$ cat src/rtl/ras_predictor.sv
// -----------------------------------------------------------------------------
// ras_predictor
//
// Return-address-stack stage that sits directly behind the BTB in the branch
// prediction unit. It takes the BTB's registered prediction and the fetch
// block's call return address, and corrects the predicted next PC:
//   - a predicted return takes its target from the top of the stack,
//   - a predicted call pushes its return address,
//   - every other type passes straight through.
// The corrected prediction, plus a checkpoint of the stack pointer and
// occupancy taken before this prediction's update, is registered and
// presented one cycle later. The backend restores the stack from such a
// checkpoint when it flushes on a mispredict.
//
// Ports
//   Clk           in   clock, rising edge
//   Rest          in   asynchronous active-low reset
//   BtbAble       in   BTB prediction valid this cycle
//   BtbPc         in   BTB predicted next PC
//   BtbType       in   BTB predicted branch type
//   BtbHitBank    in   BTB hit bank
//   CallRetAddr   in   return address of the call in this fetch block
//   FlushAble     in   backend mispredict restore (wins over BtbAble)
//   FlushPtr      in   checkpointed top pointer
//   FlushCnt      in   checkpointed occupancy
//   FlushTopData  in   checkpointed top-of-stack value
//   RasAble       out  prediction valid
//   RasNextPc     out  final predicted next PC
//   RasNextType   out  branch type passed through
//   RasHitBank    out  hit bank passed through
//   RasUsed       out  1 when RasNextPc came from the stack
//   RasPtr        out  top pointer before this prediction's update
//   RasCnt        out  occupancy before this prediction's update
// -----------------------------------------------------------------------------
module ras_predictor #(
    parameter int         DEPTH     = 16,
    parameter int         PTR_W     = 4,
    parameter logic [2:0] TYPE_CALL = 3'd2,
    parameter logic [2:0] TYPE_RET  = 3'd3
) (
    input  logic               Clk,
    input  logic               Rest,
    input  logic               BtbAble,
    input  logic [31:0]        BtbPc,
    input  logic [2:0]         BtbType,
    input  logic [1:0]         BtbHitBank,
    input  logic [31:0]        CallRetAddr,
    input  logic               FlushAble,
    input  logic [PTR_W-1:0]   FlushPtr,
    input  logic [PTR_W:0]     FlushCnt,
    input  logic [31:0]        FlushTopData,
    output logic               RasAble,
    output logic [31:0]        RasNextPc,
    output logic [2:0]         RasNextType,
    output logic [1:0]         RasHitBank,
    output logic               RasUsed,
    output logic [PTR_W-1:0]   RasPtr,
    output logic [PTR_W:0]     RasCnt
);

    // Occupancy value meaning "every slot holds a live entry".
    localparam logic [PTR_W:0]   CNT_FULL = DEPTH[PTR_W:0];
    localparam logic [PTR_W:0]   CNT_ONE  = {{PTR_W{1'b0}}, 1'b1};
    localparam logic [PTR_W-1:0] PTR_ONE  = {{(PTR_W-1){1'b0}}, 1'b1};

    // ---------------------------------------------------------------------
    // Stack state
    // ---------------------------------------------------------------------
    logic [31:0]      stack_q [DEPTH];
    logic [31:0]      stack_d [DEPTH];
    logic [PTR_W-1:0] ptr_q;
    logic [PTR_W-1:0] ptr_d;
    logic [PTR_W:0]   cnt_q;
    logic [PTR_W:0]   cnt_d;

    // ---------------------------------------------------------------------
    // Registered prediction outputs
    // ---------------------------------------------------------------------
    logic             ras_able_q;
    logic             ras_able_d;
    logic [31:0]      ras_next_pc_q;
    logic [31:0]      ras_next_pc_d;
    logic [2:0]       ras_next_type_q;
    logic [2:0]       ras_next_type_d;
    logic [1:0]       ras_hit_bank_q;
    logic [1:0]       ras_hit_bank_d;
    logic             ras_used_q;
    logic             ras_used_d;
    logic [PTR_W-1:0] ras_ptr_q;
    logic [PTR_W-1:0] ras_ptr_d;
    logic [PTR_W:0]   ras_cnt_q;
    logic [PTR_W:0]   ras_cnt_d;

    // ---------------------------------------------------------------------
    // Single write port into the stack; at most one operation per cycle,
    // so a push and a top-of-stack read never target the same slot at once.
    // ---------------------------------------------------------------------
    logic             wr_en;
    logic [PTR_W-1:0] wr_idx;
    logic [31:0]      wr_data;

    // Slot holding the current top of stack (wraps silently below zero).
    logic [PTR_W-1:0] top_idx;
    logic [31:0]      top_data;

    // A checkpoint occupancy above DEPTH cannot be legal; saturating it keeps
    // the stack from believing it holds more entries than it has slots.
    logic [PTR_W:0]   flush_cnt_sat;

    // Top-of-stack lookup and checkpoint occupancy sanitising.
    always_comb begin
        top_idx  = ptr_q - PTR_ONE;
        top_data = stack_q[top_idx];
        if (FlushCnt > CNT_FULL) begin
            flush_cnt_sat = CNT_FULL;
        end else begin
            flush_cnt_sat = FlushCnt;
        end
    end

    // Next-state and next-output decode: flush first, then prediction.
    always_comb begin
        ptr_d           = ptr_q;
        cnt_d           = cnt_q;
        wr_en           = 1'b0;
        wr_idx          = ptr_q;
        wr_data         = CallRetAddr;
        ras_able_d      = 1'b0;
        ras_next_pc_d   = 32'h0000_0000;
        ras_next_type_d = 3'd0;
        ras_hit_bank_d  = 2'd0;
        ras_used_d      = 1'b0;
        ras_ptr_d       = {PTR_W{1'b0}};
        ras_cnt_d       = {(PTR_W+1){1'b0}};

        if (FlushAble) begin
            // Restore from checkpoint; the BTB input this cycle is dropped.
            ptr_d = FlushPtr;
            cnt_d = flush_cnt_sat;
            if (flush_cnt_sat != {(PTR_W+1){1'b0}}) begin
                // The top slot may have been clobbered by wrong-path pushes,
                // so the checkpoint carries its value back in.
                wr_en   = 1'b1;
                wr_idx  = FlushPtr - PTR_ONE;
                wr_data = FlushTopData;
            end else begin
                wr_en = 1'b0;
            end
        end else if (BtbAble) begin
            ras_able_d      = 1'b1;
            ras_next_type_d = BtbType;
            ras_hit_bank_d  = BtbHitBank;
            ras_ptr_d       = ptr_q;
            ras_cnt_d       = cnt_q;
            ras_next_pc_d   = BtbPc;
            case (BtbType)
                TYPE_RET: begin
                    if (cnt_q != {(PTR_W+1){1'b0}}) begin
                        ras_next_pc_d = top_data;
                        ras_used_d    = 1'b1;
                        ptr_d         = ptr_q - PTR_ONE;
                        cnt_d         = cnt_q - CNT_ONE;
                    end else begin
                        // Empty stack: fall back to the BTB target.
                        ras_used_d = 1'b0;
                    end
                end
                TYPE_CALL: begin
                    // When full, this overwrites the oldest entry, which is
                    // exactly the slot the pointer has wrapped around to.
                    wr_en   = 1'b1;
                    wr_idx  = ptr_q;
                    wr_data = CallRetAddr;
                    ptr_d   = ptr_q + PTR_ONE;
                    if (cnt_q < CNT_FULL) begin
                        cnt_d = cnt_q + CNT_ONE;
                    end else begin
                        cnt_d = CNT_FULL;
                    end
                end
                default: begin
                    ras_used_d = 1'b0;
                end
            endcase
        end else begin
            ras_able_d = 1'b0;
        end
    end

    // Next contents of the stack array from the single write port.
    always_comb begin
        for (int i = 0; i < DEPTH; i++) begin
            stack_d[i] = stack_q[i];
        end
        if (wr_en) begin
            stack_d[wr_idx] = wr_data;
        end else begin
            stack_d[wr_idx] = stack_q[wr_idx];
        end
    end

    // Stack storage, pointer and occupancy registers.
    always_ff @(posedge Clk or negedge Rest) begin
        if (!Rest) begin
            for (int i = 0; i < DEPTH; i++) begin
                stack_q[i] <= 32'h0000_0000;
            end
            ptr_q <= {PTR_W{1'b0}};
            cnt_q <= {(PTR_W+1){1'b0}};
        end else begin
            for (int i = 0; i < DEPTH; i++) begin
                stack_q[i] <= stack_d[i];
            end
            ptr_q <= ptr_d;
            cnt_q <= cnt_d;
        end
    end

    // Registered prediction and checkpoint outputs.
    always_ff @(posedge Clk or negedge Rest) begin
        if (!Rest) begin
            ras_able_q      <= 1'b0;
            ras_next_pc_q   <= 32'h0000_0000;
            ras_next_type_q <= 3'd0;
            ras_hit_bank_q  <= 2'd0;
            ras_used_q      <= 1'b0;
            ras_ptr_q       <= {PTR_W{1'b0}};
            ras_cnt_q       <= {(PTR_W+1){1'b0}};
        end else begin
            ras_able_q      <= ras_able_d;
            ras_next_pc_q   <= ras_next_pc_d;
            ras_next_type_q <= ras_next_type_d;
            ras_hit_bank_q  <= ras_hit_bank_d;
            ras_used_q      <= ras_used_d;
            ras_ptr_q       <= ras_ptr_d;
            ras_cnt_q       <= ras_cnt_d;
        end
    end

    assign RasAble     = ras_able_q;
    assign RasNextPc   = ras_next_pc_q;
    assign RasNextType = ras_next_type_q;
    assign RasHitBank  = ras_hit_bank_q;
    assign RasUsed     = ras_used_q;
    assign RasPtr      = ras_ptr_q;
    assign RasCnt      = ras_cnt_q;

endmodule

$ cat config.mk
export PLATFORM = sky130hd
export DESIGN_NAME = ras_predictor
export DESIGN_NICKNAME = d
export VERILOG_FILES = /design/src/rtl/ras_predictor.sv
export SDC_FILE = /design/constraint.sdc
export NUM_CORES = 1
export LEC_CHECK = 0
export CORE_ASPECT_RATIO = 0.5
export CORE_MARGIN = 2
export CORE_UTILIZATION = 54
export CTS_CLUSTER_SIZE = 14
export DETAILED_ROUTE_END_ITERATION = 10
export GPL_TIMING_DRIVEN = 0
export PLACE_DENSITY = 0.84
export REMOVE_ABC_BUFFERS = 1
export SYNTH_ARGS = -nofsm -noshare
export SYNTH_HDL_FRONTEND = slang
export SYNTH_SLANG_ARGS = --single-unit
export TNS_END_PERCENT = 100
$ cat constraint.sdc
create_clock -name Clk -period 3.7 [get_ports Clk]
set_input_delay 0.925 -clock Clk [delete_from_list [all_inputs] [get_ports Clk]]
set_output_delay 0.925 -clock Clk [all_outputs]
set_load 0.02 [all_outputs]
==> impl_metrics.py, run 1 <==
metrics = {
    "logic_synthesis": {
        "synth_edf_count": 0,
        "synth_area_um2": 32900,
        "synth-main-ff-cell": "dfrtp_1",
        "ys_warn_count": 0,
        "ys_ff_latch": 569,
        "yosysSeqAreaShare_pct": 43.2,
        "async_reset_ff_share_pct": 100,
        "synth.avg_cell_area_um2": 11.9,
        "synthCells": 2770,
        "ys_types": 71,
    },
    "timing": {
        "crit_endpoint": "stack_q[343]$_DFFE_PN0P_/D",
        "worstEpCategory": "register data pin",
    },
    "global_routing": {
        "antenna_found_initial": 38,
        "grt-ovfl-total": 90,
        "track_usage_pct": 69.3,
        "grt_max_degree": 123,
    },
    "status": {
        "status": "aborted with a tool error",
        "error": "[ERROR GRT-0232] Routing congestion too high. Check the congestion heatmap in the GUI.",
        "haltStage": "5_1_grt",
    },
    "clocking": {
        "htreeDepth": 2,
        "clockBufferDepth": 3,
        "cts_buffers": 53,
        "clock_sinks": 569,
        "clock-root-buffer": "clkbuf_16",
        "cts_hold_buf": 0,
    },
    "floorplanning": {
        "initial_core_util_pct": 55.1,
        "die_h_um": 179,
        "die_w_um": 353,
        "io_pins": 162,
        "num_rows": 63,
    },
    "placed_design": {
        "hpwl_mm": 65.9,
        "port_buffers": 161,
        "place_ws_ns": -3.85,
        "globalplace.congestion": 0.844,
    },
}
-- per-stage QoR --
step / cell area [µm²] / std cells / util, %
CTS: 39700 / 3745 / 66.4
global placement: 34200 / 3460 / 57.3
floorplan: 31600 / 2487 / -
detailed placement: 36500 / 3561 / 61.1
-- cell usage after synthesis, types with 40 or more instances --
library cell	count	area share, %
o21ai_0	122	1.9
clkbuf_1	110	1.3
dfrtp_1	569	43
buf_2	135	2.1
a31oi_1	54	1.0
o22ai_1	41	0.78
and3_1	40	0.76
a21oi_1	124	1.9
nor2_1	93	1.1
mux4_2	129	8.8
mux2i_1	151	4.6
a211oi_1	126	2.9
nand3_1	100	1.5
nand2_1	93	1.1
mux2_2	516	18
-- kinds of logic after synthesis --
family	synth area share [%]
compound gates	13.8
xor+xnor	0.133
fa+ha+maj	0.228
buf+inv	4.21
flops	43.2
mux	31.8
simple gates	6.53
-- routing by layer --
layer	track usage, %	overflow
met5	63.1	5
met4	60.9	26
met3	66.5	12
met2	81.0	38
met1	65.2	9
-- what timing repair did --
| action | in CTS |
|---|---|
| setup endpoints to repair | 534 |
| pin swaps | 44 |
| resized for setup | 75 |
| cloned | 17 |
| buffers inserted | 72 |
==> run 2, diff against run 1 <==
--- a/config.mk
+++ b/config.mk
@@ -5,13 +5,11 @@
 export SDC_FILE = /design/constraint.sdc
 export NUM_CORES = 1
 export LEC_CHECK = 0
-export CORE_ASPECT_RATIO = 0.5
 export CORE_MARGIN = 2
-export CORE_UTILIZATION = 54
-export CTS_CLUSTER_SIZE = 14
+export CORE_UTILIZATION = 39
 export DETAILED_ROUTE_END_ITERATION = 10
 export GPL_TIMING_DRIVEN = 0
-export PLACE_DENSITY = 0.84
+export PLACE_DENSITY_LB_ADDON = 0.15
 export REMOVE_ABC_BUFFERS = 1
 export SYNTH_ARGS = -nofsm -noshare
 export SYNTH_HDL_FRONTEND = slang
==> run 2 against run 1 <==
The flow now finishes without violations. Synthesized cell count is the same. Area after synthesis stayed put.
==> impl_metrics.py, run 2 <==
metrics = {
    "worst_setup_path": {
        "worstSetupEndpointType": "flop",
        "startpoint": "FlushCnt[2]",
        "setup.worst_path.class": "in -> reg",
        "reg2reg_from": "ptr_q[1]$_DFFE_PN0P_",
        "critical_path_required_ns": 4.26,
        "cp_max_fo": 25,
        "cp.arrival_ns": 4.24,
        "critPathLaunchType": "input pin",
    },
    "placed_design": {
        "hpwl_mm": 75.2,
        "place_ws_ns": -2.72,
        "globalplace.congestion": 0.778,
        "place_inst": 3907,
        "port_buffers": 161,
    },
    "final_layout": {
        "multiInputGateArea_um2": 18400,
        "regMostFlops": "stack_q",
        "fin_cells": 4194,
        "final_common_cell": "dfrtp_1",
        "finish.utilization_pct": 50.4,
        "largest_reg_flops": 512,
        "synthToLayoutAreaGrowth_pct": 28.1,
        "n_fill_cell": 7097,
        "final-seq-area_um2": 14200,
        "layout.nets": 3124,
        "final_cell_mix": "dfrtp_1, mux2_2, clkdlybuf4s50_1",
        "drive_gt1_share_pct": 38.2,
    },
    "drt": {
        "finalWirelength_mm": 128,
        "wl_per_cell_um": 30.6,
        "dr.pass1.iters": 6,
        "drc_errors": 0,
        "viasPerCell": 6.44,
        "ant_nets": 0,
        "drt_iter0_drc": 2724,
        "vias": 27000,
    },
    "logic_synthesis": {
        "synth-main-ff-cell": "dfrtp_1",
        "async_reset_ff_share_pct": 100,
        "yosysSeqAreaShare_pct": 43.2,
        "synth_most_common_cell": "dfrtp_1",
        "ys_ff_latch": 569,
        "synth_area_um2": 32900,
        "synth_top_area_share_pct": 43.2,
        "yosys-top-cells-count": "dfrtp_1, mux2_2, mux2i_1",
        "synth_area_leaders": "dfrtp_1, mux2_2, mux4_2",
        "ys_types": 71,
        "synthCells": 2770,
        "synth_top_area_cell": "dfrtp_1",
        "synth.avg_cell_area_um2": 11.9,
        "synth_edf_count": 0,
        "ys_warn_count": 0,
    },
    "clocking": {
        "cts_hold_buf": 0,
        "cts_buffers": 71,
        "htreeDepth": 3,
        "cts_tree": "built",
        "clock-root-buffer": "clkbuf_16",
        "clock_sinks": 569,
        "clk_pin_slew_ns": 0.06,
        "clockBufferDepth": 3,
        "clkLatencyLatePin_ns": 0.62,
    },
    "global_routing": {
        "grt-ovfl-total": 0,
        "grt_pass1_vias": 27300,
        "antenna_found_initial": 2,
        "grt_max_degree": 114,
        "grt_pass1_wl_mm": 186,
        "track_usage_pct": 29.1,
    },
    "power": {
        "leakage_nw": 16.8,
        "p_per_area_nw_per_um2": 730,
        "ir_drop_v": 0.000406,
    },
    "flow_run": {
        "drv_cap": 0,
    },
    "status": {
        "status": "finished clean",
    },
    "timing": {
        "maxSlewHeadroom_pct": 26.7,
        "fin_crit_sh_pct": 99.5,
        "fin_ws_ns": 0.0185,
        "drv_slew": 0,
        "clock_skew_ns": 0.0216,
        "final-hold-violation-count": 0,
        "setup_viol": 0,
        "rsz0062_at_grt": "no",
        "worst_pin_slew_ns": 1.09,
        "min_period_ns": 3.68,
        "max_freq_mhz": 272,
    },
    "worst_hold_path": {
        "hp-class": "in -> async",
    },
    "floorplanning": {
        "die_w_um": 295,
        "io_pins": 162,
        "die_h_um": 295,
        "num_rows": 106,
        "die_area_um2": 86800,
        "core_area_um2": 83700,
        "initial_core_util_pct": 39.4,
    },
}
run 2: cell counts after synthesis:
Identical to the previous run, type by type.
run 2: layer usage:
layer | GRT usage (%) | share of wire, % | vias to the layer above
li1 | - | - | 11100
met1 | 37.8 | 40 | 14100
met2 | 45.8 | 46 | 1444
met3 | 7.19 | 8.6 | 394
met4 | 13.7 | 5.0 | 0
met5 | 0 | 0 | -
run 2: layout make-up:
class,instances,share of cell area (%)
timing repair buffer,427,13.3
timing repair inverter,2,0.0237
antenna,2,0.0119
clock buffer,107,5.16
multi-input combinational,1922,43.6
clock inverter,20,0.649
sequential,569,33.8
inverter,11,0.107
tap,1134,3.36
run 2: cell families after synthesis:
group | after synthesis | synth area share [%]
XOR/XNOR | 5 | 0.133
multiplexers | 819 | 31.8
adder cells (fa/ha/maj) | 6 | 0.228
buffers and inverters | 294 | 4.21
AO/OA/AOI/OAI | 645 | 13.8
AND/OR/NAND/NOR | 432 | 6.53
flip-flops | 569 | 43.2
run 2: worst max-delay path: stages:
cell and delay (ns):
dlygate4sd2_1 0.38, or3_4 0.51, buf_4 0.19, buf_4 0.19, nor3_4 0.36, or2_2 0.30, buf_12 0.28, a21oi_1 0.11
a311o_1 0.40, a41oi_4 0.22, buf_4 0.20, mux2_2 0.16
run 2: what timing repair did:
item / in CTS / in global routing
buffers inserted: 117 / 19
resized for setup: 75 / 20
pin swaps: 61 / 14
gates cloned: 18 / 5
setup endpoints to repair: 533 / 503
hold endpoints to repair: 0 / 0
run 2: through the flow:
stage                     hold WS [ns]  total power (W)  area (µm²)  TNS [ns]
after floorplan                  0.467           0.0186       31600  -4846.35
after global placement           0.484           0.0216       34600         -
after detailed placement         0.503           0.0221       37500  -1189.57
after CTS                        0.308           0.0305       41800         0
after global routing             0.326           0.0322       42200         0
final                            0.270           0.0308       42200         0
run 2: worst paths after layout:
check                                            to  slack (ns)  cells after the start
max in group asynchronous  stack_q[152]$_DFFE_PN0P_        1.87                      3
min                         RasNextPc[16]$_DFF_PN0_        0.27                      1
max                         stack_q[43]$_DFFE_PN0P_        0.02                     12
min in group Clk           stack_q[381]$_DFFE_PN0P_        0.52                      1
max reg2reg                stack_q[244]$_DFFE_PN0P_        0.11                     12
min reg2reg                stack_q[381]$_DFFE_PN0P_        0.52                      1
run 2: power breakdown:
part | total (W) | leakage, nW | internal (W) | switching [W]
logic | 0.0120 | 8.64 | 0.00655 | 0.00540
clock network | 0.00735 | 1.20 | 0.00448 | 0.00287
registers | 0.0115 | 7.00 | 0.00906 | 0.00242
total | 0.0308 | 16.8 | 0.0201 | 0.0107
Power figures use the tool's default switching activity.
